### src/rtl/carfield_mbox_pkg.sv
// ============================================================================
// Module   : carfield_mbox_pkg
// Brief    : Register offsets, STATUS bit positions and FSM state encoding
//            shared by the mailbox responder and its FIFO.
// Revision : 1.0 - initial release
// ============================================================================
`default_nettype none

package carfield_mbox_pkg;

    localparam logic [4:0] DataWOff   = 5'h00;
    localparam logic [4:0] DataROff   = 5'h04;
    localparam logic [4:0] StatusOff  = 5'h08;
    localparam logic [4:0] IrqEnOff   = 5'h0C;
    localparam logic [4:0] IrqClrOff  = 5'h10;
    localparam logic [4:0] DropCntOff = 5'h14;

    localparam int unsigned MboxStride = 32'h20;

    localparam int unsigned StatusEmptyBit = 0;
    localparam int unsigned StatusFullBit  = 1;
    localparam int unsigned StatusPendBit  = 2;
    localparam int unsigned StatusCntLsb   = 8;

    typedef enum logic [0:0] {
        StIdle = 1'b0,
        StResp = 1'b1
    } state_e;

endpackage

`default_nettype wire

### src/rtl/carfield_mbox_fifo.sv
// ============================================================================
// Module   : carfield_mbox_fifo
// Brief    : Single-clock word FIFO with head-of-queue output and occupancy.
// Revision : 1.0 - initial release
// ============================================================================
`default_nettype none

module carfield_mbox_fifo #(
    parameter int unsigned Depth    = 4,
    parameter int unsigned Width    = 32,
    localparam int unsigned PtrWidth = $clog2(Depth),
    localparam int unsigned CntWidth = $clog2(Depth + 1)
) (
    input  logic                clk_i,
    input  logic                rst_ni,
    input  logic                push_i,
    input  logic [Width-1:0]    wdata_i,
    input  logic                pop_i,
    output logic [Width-1:0]    head_o,
    output logic                full_o,
    output logic                empty_o,
    output logic [CntWidth-1:0] count_o
);

    logic [Width-1:0]    mem [Depth];
    logic [PtrWidth-1:0] wr_ptr;
    logic [PtrWidth-1:0] rd_ptr;
    logic [CntWidth-1:0] count;
    logic                do_push;
    logic                do_pop;

    assign do_push = push_i && !full_o;
    assign do_pop  = pop_i && !empty_o;
    assign full_o  = (count == CntWidth'(Depth));
    assign empty_o = (count == '0);
    assign count_o = count;
    assign head_o  = mem[rd_ptr];

    // Power-of-two depth lets the pointers wrap by plain overflow.
    always_ff @(posedge clk_i) begin
        if (!rst_ni) begin
            wr_ptr <= '0;
            rd_ptr <= '0;
            count  <= '0;
        end else begin
            if (do_push) wr_ptr <= wr_ptr + PtrWidth'(1);
            if (do_pop)  rd_ptr <= rd_ptr + PtrWidth'(1);
            count <= count + CntWidth'(do_push) - CntWidth'(do_pop);
        end
    end

    always_ff @(posedge clk_i) begin
        if (do_push) mem[wr_ptr] <= wdata_i;
    end

endmodule

`default_nettype wire

### src/rtl/carfield_mbox_responder.sv
// ============================================================================
// Module   : carfield_mbox_responder
// Brief    : RegBus mailbox window: NumMbox word FIFOs with per-mailbox IRQ.
//            Define CARFIELD_MBOX_DROP_CNT_EN to add the 0x14 drop counters.
// Revision : 1.0 - initial release
// ============================================================================
`default_nettype none

module carfield_mbox_responder
    import carfield_mbox_pkg::*;
#(
    parameter int unsigned NumMbox   = 4,
    parameter int unsigned Depth     = 4,
    parameter int unsigned AddrWidth = 32
) (
    input  logic                 clk_i,
    input  logic                 rst_ni,
    input  logic                 req_valid_i,
    input  logic                 req_write_i,
    input  logic [AddrWidth-1:0] req_addr_i,
    input  logic [31:0]          req_wdata_i,
    input  logic [3:0]           req_wstrb_i,
    output logic                 req_ready_o,
    output logic [31:0]          rsp_rdata_o,
    output logic                 rsp_error_o,
    output logic [NumMbox-1:0]   irq_o
);

    localparam int unsigned CntWidth = $clog2(Depth + 1);

    state_e                           state;
    logic [6:0]                       mbox_idx;
    logic [4:0]                       offset;
    logic                             fire;
    logic                             unused_addr;

    logic [NumMbox-1:0]               fifo_push, fifo_pop, fifo_full, fifo_empty;
    logic [NumMbox-1:0][CntWidth-1:0] fifo_count;
    logic [NumMbox-1:0][31:0]         fifo_head;
    logic [NumMbox-1:0]               pending, irq_en, pend_set, pend_clr, en_wr;

    logic                             hit, sel_full, sel_empty, sel_pend, sel_en;
    logic [CntWidth-1:0]              sel_count;
    logic [31:0]                      sel_head;
    logic                             acc_err, do_push, do_pop, do_en_wr, do_clr;
    logic [31:0]                      acc_rdata;

`ifdef CARFIELD_MBOX_DROP_CNT_EN
    logic [NumMbox-1:0][7:0]          drop_cnt;
    logic [NumMbox-1:0]               drop_inc, drop_clr;
    logic [7:0]                       sel_drop;
    logic                             do_drop_inc, do_drop_clr;
`endif

    assign mbox_idx    = req_addr_i[11:5];
    assign offset      = req_addr_i[4:0];
    assign fire        = (state == StIdle) && req_valid_i;
    assign unused_addr = ^req_addr_i[AddrWidth-1:12];

    for (genvar k = 0; k < NumMbox; k++) begin : g_mbox
        carfield_mbox_fifo #(
            .Depth (Depth),
            .Width (32)
        ) u_fifo (
            .clk_i   (clk_i),
            .rst_ni  (rst_ni),
            .push_i  (fifo_push[k]),
            .wdata_i (req_wdata_i),
            .pop_i   (fifo_pop[k]),
            .head_o  (fifo_head[k]),
            .full_o  (fifo_full[k]),
            .empty_o (fifo_empty[k]),
            .count_o (fifo_count[k])
        );
    end

    always_comb begin
        hit       = 1'b0;
        sel_full  = 1'b0;
        sel_empty = 1'b0;
        sel_pend  = 1'b0;
        sel_en    = 1'b0;
        sel_count = '0;
        sel_head  = '0;
`ifdef CARFIELD_MBOX_DROP_CNT_EN
        sel_drop  = '0;
`endif
        for (int k = 0; k < NumMbox; k++) begin
            if (int'(mbox_idx) == k) begin
                hit       = 1'b1;
                sel_full  = fifo_full[k];
                sel_empty = fifo_empty[k];
                sel_pend  = pending[k];
                sel_en    = irq_en[k];
                sel_count = fifo_count[k];
                sel_head  = fifo_head[k];
`ifdef CARFIELD_MBOX_DROP_CNT_EN
                sel_drop  = drop_cnt[k];
`endif
            end
        end
    end

    // Access decode: every rejected access leaves all state untouched.
    always_comb begin
        acc_err   = 1'b0;
        acc_rdata = '0;
        do_push   = 1'b0;
        do_pop    = 1'b0;
        do_en_wr  = 1'b0;
        do_clr    = 1'b0;
`ifdef CARFIELD_MBOX_DROP_CNT_EN
        do_drop_inc = 1'b0;
        do_drop_clr = 1'b0;
`endif
        if ((req_addr_i[1:0] != 2'b00) || !hit) begin
            acc_err = 1'b1;
        end else begin
            case (offset)
                DataWOff: begin
                    if (!req_write_i || (req_wstrb_i != 4'hF)) begin
                        acc_err = 1'b1;
                    end else if (sel_full) begin
                        acc_err = 1'b1;
`ifdef CARFIELD_MBOX_DROP_CNT_EN
                        do_drop_inc = 1'b1;
`endif
                    end else begin
                        do_push = 1'b1;
                    end
                end
                DataROff: begin
                    if (req_write_i || sel_empty) begin
                        acc_err = 1'b1;
                    end else begin
                        do_pop    = 1'b1;
                        acc_rdata = sel_head;
                    end
                end
                StatusOff: begin
                    if (req_write_i) begin
                        acc_err = 1'b1;
                    end else begin
                        acc_rdata[StatusEmptyBit]       = sel_empty;
                        acc_rdata[StatusFullBit]        = sel_full;
                        acc_rdata[StatusPendBit]        = sel_pend;
                        acc_rdata[StatusCntLsb +: 8]    = 8'(sel_count);
                    end
                end
                IrqEnOff: begin
                    if (req_write_i) do_en_wr = req_wstrb_i[0];
                    else             acc_rdata[0] = sel_en;
                end
                IrqClrOff: begin
                    if (req_write_i) do_clr = req_wstrb_i[0] && req_wdata_i[0];
                end
`ifdef CARFIELD_MBOX_DROP_CNT_EN
                DropCntOff: begin
                    if (req_write_i) do_drop_clr = 1'b1;
                    else             acc_rdata[7:0] = sel_drop;
                end
`endif
                default: acc_err = 1'b1;
            endcase
        end
    end

    always_comb begin
        fifo_push = '0;
        fifo_pop  = '0;
        pend_set  = '0;
        pend_clr  = '0;
        en_wr     = '0;
`ifdef CARFIELD_MBOX_DROP_CNT_EN
        drop_inc  = '0;
        drop_clr  = '0;
`endif
        for (int k = 0; k < NumMbox; k++) begin
            if (fire && (int'(mbox_idx) == k)) begin
                fifo_push[k] = do_push;
                fifo_pop[k]  = do_pop;
                pend_set[k]  = do_push;
                pend_clr[k]  = do_clr;
                en_wr[k]     = do_en_wr;
`ifdef CARFIELD_MBOX_DROP_CNT_EN
                drop_inc[k]  = do_drop_inc;
                drop_clr[k]  = do_drop_clr;
`endif
            end
        end
    end

    always_ff @(posedge clk_i) begin
        if (!rst_ni) begin
            state       <= StIdle;
            req_ready_o <= 1'b0;
            rsp_rdata_o <= '0;
            rsp_error_o <= 1'b0;
            pending     <= '0;
            irq_en      <= '0;
            irq_o       <= '0;
        end else begin
            irq_o   <= pending & irq_en;
            pending <= (pending | pend_set) & ~pend_clr;
            irq_en  <= (irq_en & ~en_wr) | (en_wr & {NumMbox{req_wdata_i[0]}});
            case (state)
                StIdle: begin
                    req_ready_o <= 1'b0;
                    if (req_valid_i) begin
                        state       <= StResp;
                        req_ready_o <= 1'b1;
                        rsp_rdata_o <= acc_err ? 32'h0 : acc_rdata;
                        rsp_error_o <= acc_err;
                    end
                end
                StResp: begin
                    state       <= StIdle;
                    req_ready_o <= 1'b0;
                end
            endcase
        end
    end

`ifdef CARFIELD_MBOX_DROP_CNT_EN
    always_ff @(posedge clk_i) begin
        if (!rst_ni) begin
            drop_cnt <= '0;
        end else begin
            for (int k = 0; k < NumMbox; k++) begin
                if (drop_clr[k])
                    drop_cnt[k] <= 8'h00;
                else if (drop_inc[k] && (drop_cnt[k] != 8'hFF))
                    drop_cnt[k] <= drop_cnt[k] + 8'd1;
            end
        end
    end
`endif

endmodule

`default_nettype wire

### config.mk
export PLATFORM = sky130hd
export DESIGN_NAME = carfield_mbox_responder
export DESIGN_NICKNAME = d
export VERILOG_FILES = /design/src/rtl/carfield_mbox_pkg.sv /design/src/rtl/carfield_mbox_fifo.sv /design/src/rtl/carfield_mbox_responder.sv
export SDC_FILE = /design/constraint.sdc
export NUM_CORES = 1
export LEC_CHECK = 0
export ABC_AREA = 1
export ABC_CLOCK_PERIOD_IN_PS = 3650
export CORE_MARGIN = 2
export CORE_UTILIZATION = 40
export CTS_BUF_LIST = sky130_fd_sc_hd__clkbuf_8
export DETAILED_ROUTE_END_ITERATION = 7
export PLACE_DENSITY_LB_ADDON = 0.15
export SETUP_SLACK_MARGIN = 0.05
export SLEW_MARGIN = 15
export SYNTH_ARGS = -nofsm -noshare
export SYNTH_HDL_FRONTEND = slang
export SYNTH_SLANG_ARGS = --single-unit
### constraint.sdc
create_clock -name clk_i -period 3.65 [get_ports clk_i]
set_clock_uncertainty 0.05 [all_clocks]
set_input_delay 0.73 -clock clk_i [delete_from_list [all_inputs] [get_ports clk_i]]
set_output_delay 0.73 -clock clk_i [all_outputs]
set_load 0.005 [all_outputs]
## Word-level counts from Yosys, hierarchy flattened

Memories as Yosys holds them, arrays and structs flattened. A register that Yosys moved wholly into a read port is not among the register bits.
Index checks and enable logic that the tools add are counted.

- Memories kept: 4
- Logic and storage cells: 187
- Bits of input ports: 72
- Output and inout bits: 38
- Bits in registers: 74
- Memory bits (writable): 512

Memories:

| memory | depth | bits a word | read ports | clocked after Yosys merged registers in | write ports | line | text |
|---|---|---|---|---|---|---|---|
| g_mbox[0].u_fifo.mem | 4 | 32 | 1 | 1 | 1 | carfield_mbox_fifo.sv:25 | `logic [Width-1:0] mem [Depth];` |
| g_mbox[1].u_fifo.mem | 4 | 32 | 1 | 1 | 1 | carfield_mbox_fifo.sv:25 |  |
| g_mbox[2].u_fifo.mem | 4 | 32 | 1 | 1 | 1 | carfield_mbox_fifo.sv:25 |  |
| g_mbox[3].u_fifo.mem | 4 | 32 | 1 | 1 | 1 | carfield_mbox_fifo.sv:25 |  |

- Reductions and logical operators: 36
- Bitwise logic cells: 9
- Mux-type cells: 92
- Add/subtract/negate cells: 16
- Equal/unequal tests: 12

Operators with widths:

| kind | number |
|---|---|
| $mux W32 | 7 |
| $mux W1 | 64 |
| $mux W3 | 6 |
| $add A2 B1 Y2 const B | 8 |
| $and A4 B4 Y4 | 4 |
| $mux W16 | 1 |
| $mux W2 | 8 |
| $pmux W8 S2 | 1 |
| $eq A7 B3 Y1 const B | 2 |
| $logic_and A1 B1 Y1 | 14 |
| $add A3 B1 Y3 | 4 |
| $eq A3 B3 Y1 const B | 4 |
| $logic_not A3 Y1 | 4 |
| $sub A3 B1 Y3 | 4 |
| $eq A5 B4 Y1 const B | 2 |
| $logic_not A1 Y1 | 10 |
| $not A4 Y4 | 2 |
| $or A4 B4 Y4 | 2 |
| $eq A7 B2 Y1 const B | 1 |
| $logic_not A7 Y1 | 1 |
| $eq A5 B3 Y1 const B | 1 |
| $eq A5 B5 Y1 const B | 1 |
| $logic_not A5 Y1 | 1 |
| $mux W5 | 1 |
| 10 further kinds | 12 |

## Longest topological paths before layout

- Depth after elaboration: 13
- Gate-level depth with buffers: 15
- Depth with buffers taken out: 15

## Hierarchy

A second synthesis with hierarchy kept.

- Cells, all modules: 2,053
- Area, all modules: 24,408.4 sq um

By module, submodules not included:

| module | instances | sequential area each (sq um) | area each (sq um) | cells an instance |
|---|---|---|---|---|
| carfield_mbox_fifo | 4 | 4,023.9 | 5,266.3 | 379 |
| carfield_mbox_responder | 1 | 920.9 | 3,343.2 | 537 |

## Worst setup path after synthesis

Ideal clock, no wire load.

- Kind: in2reg
- Start: input port req_addr_i[11]
- End: memory g_mbox[0].u_fifo.mem[0][0] (enable)
- Setup time: 0.421 ns
- Buffers on the path: 0
- Required time: 3.179 ns
- Arrival time: 3.012 ns
- Stages: 9
- Slack: 0.167 ns
- Path through: nor2_2 > nand2_4 > inv_2 > nand2_2 > inv_2 > o21ai_2 > nand2_4 > nand4_4 > nor2_1

- Cells in the longest elaborated chain, start to end: 13
- Elaborated cells on any way between the ends: 23
- Those cells by class: eq/ne (3); mux (15); reduce/logical (5)

RTL lines:

| item | line | text |
|---|---|---|
| start, declared | carfield_mbox_responder.sv:20 | `input logic [AddrWidth-1:0] req_addr_i,` |
| $logic_not A7 Y1 | carfield_mbox_responder.sv:89, carfield_mbox_responder.sv:179 |  |
| $mux W1 (4 in series) | carfield_mbox_responder.sv:89 | `if (int'(mbox_idx) == k) begin` |
| $mux W1 | carfield_mbox_responder.sv:123 | `end else if (sel_full) begin` |
| $mux W1 | carfield_mbox_responder.sv:121 | `if (!req_write_i \|\| (req_wstrb_i != 4'hF)) begin` |
| $mux W1 | carfield_mbox_responder.sv:119 | `case (offset)` |
| $mux W1 | carfield_mbox_responder.sv:116 | `if ((req_addr_i[1:0] != 2'b00) \|\| !hit) begin` |
| $mux W1 * | carfield_mbox_responder.sv:179 | `if (fire && (int'(mbox_idx) == k)) begin` |
| $logic_and A1 B1 Y1 * | carfield_mbox_fifo.sv:32 | `assign do_push = push_i && !full_o;` |
| $mux W1 * | carfield_mbox_fifo.sv:53 | `if (do_push) mem[wr_ptr] <= wdata_i;` |
| $mux W1 (implied by the code) * | carfield_mbox_fifo.sv:53 |  |
| end, declared | carfield_mbox_fifo.sv:25 |  |

Every way passes the cells marked *; elsewhere a longest branch is shown, timed or not.

## Final worst setup path

- Start: input port req_addr_i[11]
- End: register g_mbox[3].u_fifo.count[2]

- Elaborated cells on any way between the ends: 33
- Those cells by class: add/sub (2); eq/ne (3); mux (21); reduce/logical (7)

RTL lines:

| item | line | text |
|---|---|---|
| $logic_not A7 Y1 | carfield_mbox_responder.sv:89 |  |
| $mux W1 (4 in series) | carfield_mbox_responder.sv:89 |  |
| $logic_or A1 B1 Y1 | carfield_mbox_responder.sv:133 | `if (req_write_i \|\| sel_empty) begin` |
| $mux W1 | carfield_mbox_responder.sv:133 |  |
| $mux W1 | carfield_mbox_responder.sv:119 |  |
| $mux W1 | carfield_mbox_responder.sv:116 |  |
| $mux W1 * | carfield_mbox_responder.sv:179 |  |
| $logic_and A1 B1 Y1 * | carfield_mbox_fifo.sv:33 | `assign do_pop = pop_i && !empty_o;` |
| via g_mbox[3].u_fifo.do_pop | carfield_mbox_fifo.sv:30 | `logic do_pop;` |
| $sub A3 B1 Y3 * | carfield_mbox_fifo.sv:48 | `count <= count + CntWidth'(do_push) - CntWidth'(do_pop);` |
| end signal, assigned | carfield_mbox_fifo.sv:48 |  |
| end, declared | carfield_mbox_fifo.sv:28 | `logic [CntWidth-1:0] count;` |

Mark *: on every way through the listed nets, which the timed path passes. The rest lies on a longest branch.
A chain may end at the register's enable or synchronous reset.

==> run summary <==
Status - finished, final reports clean
Nets - 2407
Leak pwr - 0.0102 uW
Worst-margin pin slew - 921 ps
Clock root buffer master - clkbuf_8
Tcrit/Tclk final - 77.1%
Count of cell types in the netlist - 37
Kind of critical path - input pin to flip-flop
CTS tree - done
Min Tclk post-route - 2810 ps
Number of buffers added on ports - 89
Grt ovf - 0
Synth Net Count - 2253
TritonRoute pass-1 iters - 5
Layout cells sized above 1 - 12.8%
DR WL/cell - 21.0 um
Max-slew violations - 0
Worst slew margin - 38.5%
Hold Path Cell Cnt - 2
Vias in the first global route - 16375
Pre-CTS setup slack - 144 ps
Final setup viols - 0
Routed via count - 16409
H-Tree Level Count - 3
Flops & latches, synth - 594
Initial antenna violation count - 1
CP Capture Type - flip-flop
PwrDens - 457 nW/um^2
Syn_area_per_cell - 11.3 sq um
Cells after Synth - 2153
Most common cell after layout, fill and taps aside - nand2_1
Clk buf depth - 3
Worst-skew pair later-pin latency - 700 ps
Cells on worst reg2reg path - 12
Critical Path Source Type - input pin
Ys async rst share - 0%
Die area - 63100 sq um
Reg2reg setup slack - 860 ps
Largest net degree at the start of global routing - 65
Post-detail-place hpwl - 39.6 mm
Hold Path Class - flip-flop to flip-flop
Row cnt - 90
Final WS setup - 835 ps
Yosys warns - 0
Die Ht - 251 um
Clock sink total - 594
Post-CTS setup buffer count - 0
Final Hold Viols - 0
Total Neg Setup Slack - 0 ps
I/O pins - 110
Max cap viols - 0
Reg-to-Reg End - g_mbox[3].u_fifo.count_o[2]
Fmax - 355 MHz
Core footprint - 60400 sq um
Crit path DAT - 3380 ps
First-pass GRT wire length - 100 mm
Commonest cells after routing, fill and taps aside - nand2_1, edfxtp_1, nand3_1, inv_1, clkbuf_8
Drt total wl - 66.4 mm
Fillers - 5483
Starting Density - 40.5%
Number of DRC violations after detailed routing - 0
Crit path launch - req_addr_i[11]
GPL Wtd Cong - 0.828
Violation count after the first detailed-routing iteration - 1241
Post-CTS Resized - 0
Crit-path max FO - 5
EDFF count, synth - 512
Area grow syn2layout - 16.8%
Worst-path clk slew - 60 ps
TritonCTS Buffers - 100
N_diodes - 0
Vias per inst - 5.18
Hold endpoint - rsp_rdata_o[2]
Post-route ant nets - 0
Sequential element share of the synthesized area - 69.6%
Worst EP required - 4210 ps
VDD IR max - 241 uV
Gr usage total - 21.3%
RSZ-0062 raised after global routing - false
Top FF cell, synth - edfxtp_1
Hold_sp - rsp_rdata_o[2]
Reg2Reg Launch Point - g_mbox[1].u_fifo.count_o[2]
Synthesized area - 24400 sq um
Cts hold-fix bufs - 0
Die width - 251 um
==> worst max-delay path: stages <==
cell and delay (ps):
clkdlybuf4s50_1 410, nor2_2 150, nand2_4 120, nor2_4 230, nand2_2 80, nand4_1 180, nor2_4 60, nand3_4 120
nor3_1 70, ha_1 280, inv_1 40, ha_1 180, fa_1 400, and3_1 190, nor3_1 120
==> flip-flops by register name, indices dropped and copies added, names as in the netlist, 4 cells and up, named ones only <==
signal	count
pending	4
g_mbox.u_fifo.count_o	12
g_mbox.u_fifo.rd_ptr	8
g_mbox.u_fifo.mem	512
g_mbox.u_fifo.wr_ptr	8
irq_o	4
rsp_rdata_o	32
==> where the power goes <==
part           leakage, uW  internal (uW)  switching, uW  total, uW
Clock              0.00105           2740           2690       5430
Sequential         0.00526           7370           1.31       7370
Combinational      0.00392           72.7            172        245
Total               0.0102          10200           2860      13000
==> through the flow <==
| stage | util, % | hold WS, ps | instances | area [sq um] | total power, uW |
|---|---|---|---|---|---|
| global route | 47.3 | 432 | 3169 | 28500 | 13500 |
| detailed placement | 44.3 | 412 | 2987 | 26700 | 7760 |
| finish | 47.3 | 415 | 3169 | 28500 | 13000 |
| floorplan | - | 385 | 2153 | 24400 | 7570 |
| CTS | 47.3 | 421 | 3169 | 28500 | 13200 |
| global placement | 44.3 | 410 | 2987 | 26700 | 7750 |
==> synth_stat cells (25+ instances only) <==
| cell | count | share of area (%) |
|---|---|---|
| nand3_1 | 321 | 6.6 |
| inv_1 | 119 | 1.8 |
| nor2_1 | 110 | 1.7 |
| clkbuf_1 | 64 | 0.98 |
| o22ai_1 | 26 | 0.67 |
| a21oi_1 | 34 | 0.70 |
| buf_2 | 25 | 0.51 |
| o21ai_0 | 59 | 1.2 |
| nand4_1 | 40 | 1.0 |
| nand2_1 | 597 | 9.2 |
| edfxtp_1 | 512 | 63 |
| dfxtp_1 | 82 | 6.7 |
==> how the worst max path moves through the flow <==
stage | cells after the start | end
CTS | 12 | g_mbox[3].u_fifo.count_o[2]
detailed placement | 15 | g_mbox[1].u_fifo.count_o[2]
global route | 15 | g_mbox[1].u_fifo.count_o[2]
floorplan | 9 | g_mbox[0].u_fifo.mem[0][0]
global placement | 15 | g_mbox[3].u_fifo.count_o[2]
finish | 15 | g_mbox[3].u_fifo.count_o[2]
==> metal layers <==
layer,vias up,GRT usage (%),routed length (um)
li1,7789,-,-
met1,8052,28.1,29200
met2,448,35.1,31600
met3,120,3.62,3590
met4,0,8.33,1980
met5,-,0,0
==> kinds of logic (layout without fill, tap and decap cells) <==
| logic type | count (synthesis) | after routing | synth area share [%] |
|---|---|---|---|
| compound gates | 150 | 150 | 3.58 |
| buf+inv | 243 | 477 | 4.10 |
| fa+ha+maj | 28 | 28 | 1.56 |
| flops | 594 | 594 | 69.6 |
| xor+xnor | 9 | 9 | 0.323 |
| simple gates | 1129 | 1129 | 20.8 |
==> final cells by class <==
type | instances | area (sq um) | share of cell area, %
Multi-Input combinational cell | 1316 | 6550 | 22.9
Clock inverter | 77 | 372 | 1.30
Tap cell | 782 | 978 | 3.43
Timing Repair Buffer | 162 | 1680 | 5.87
Inverter | 133 | 499 | 1.75
Clock buffer | 105 | 1450 | 5.06
Sequential cell | 594 | 17000 | 59.6
No activity file was read; power rests on OpenSTA's default activity.
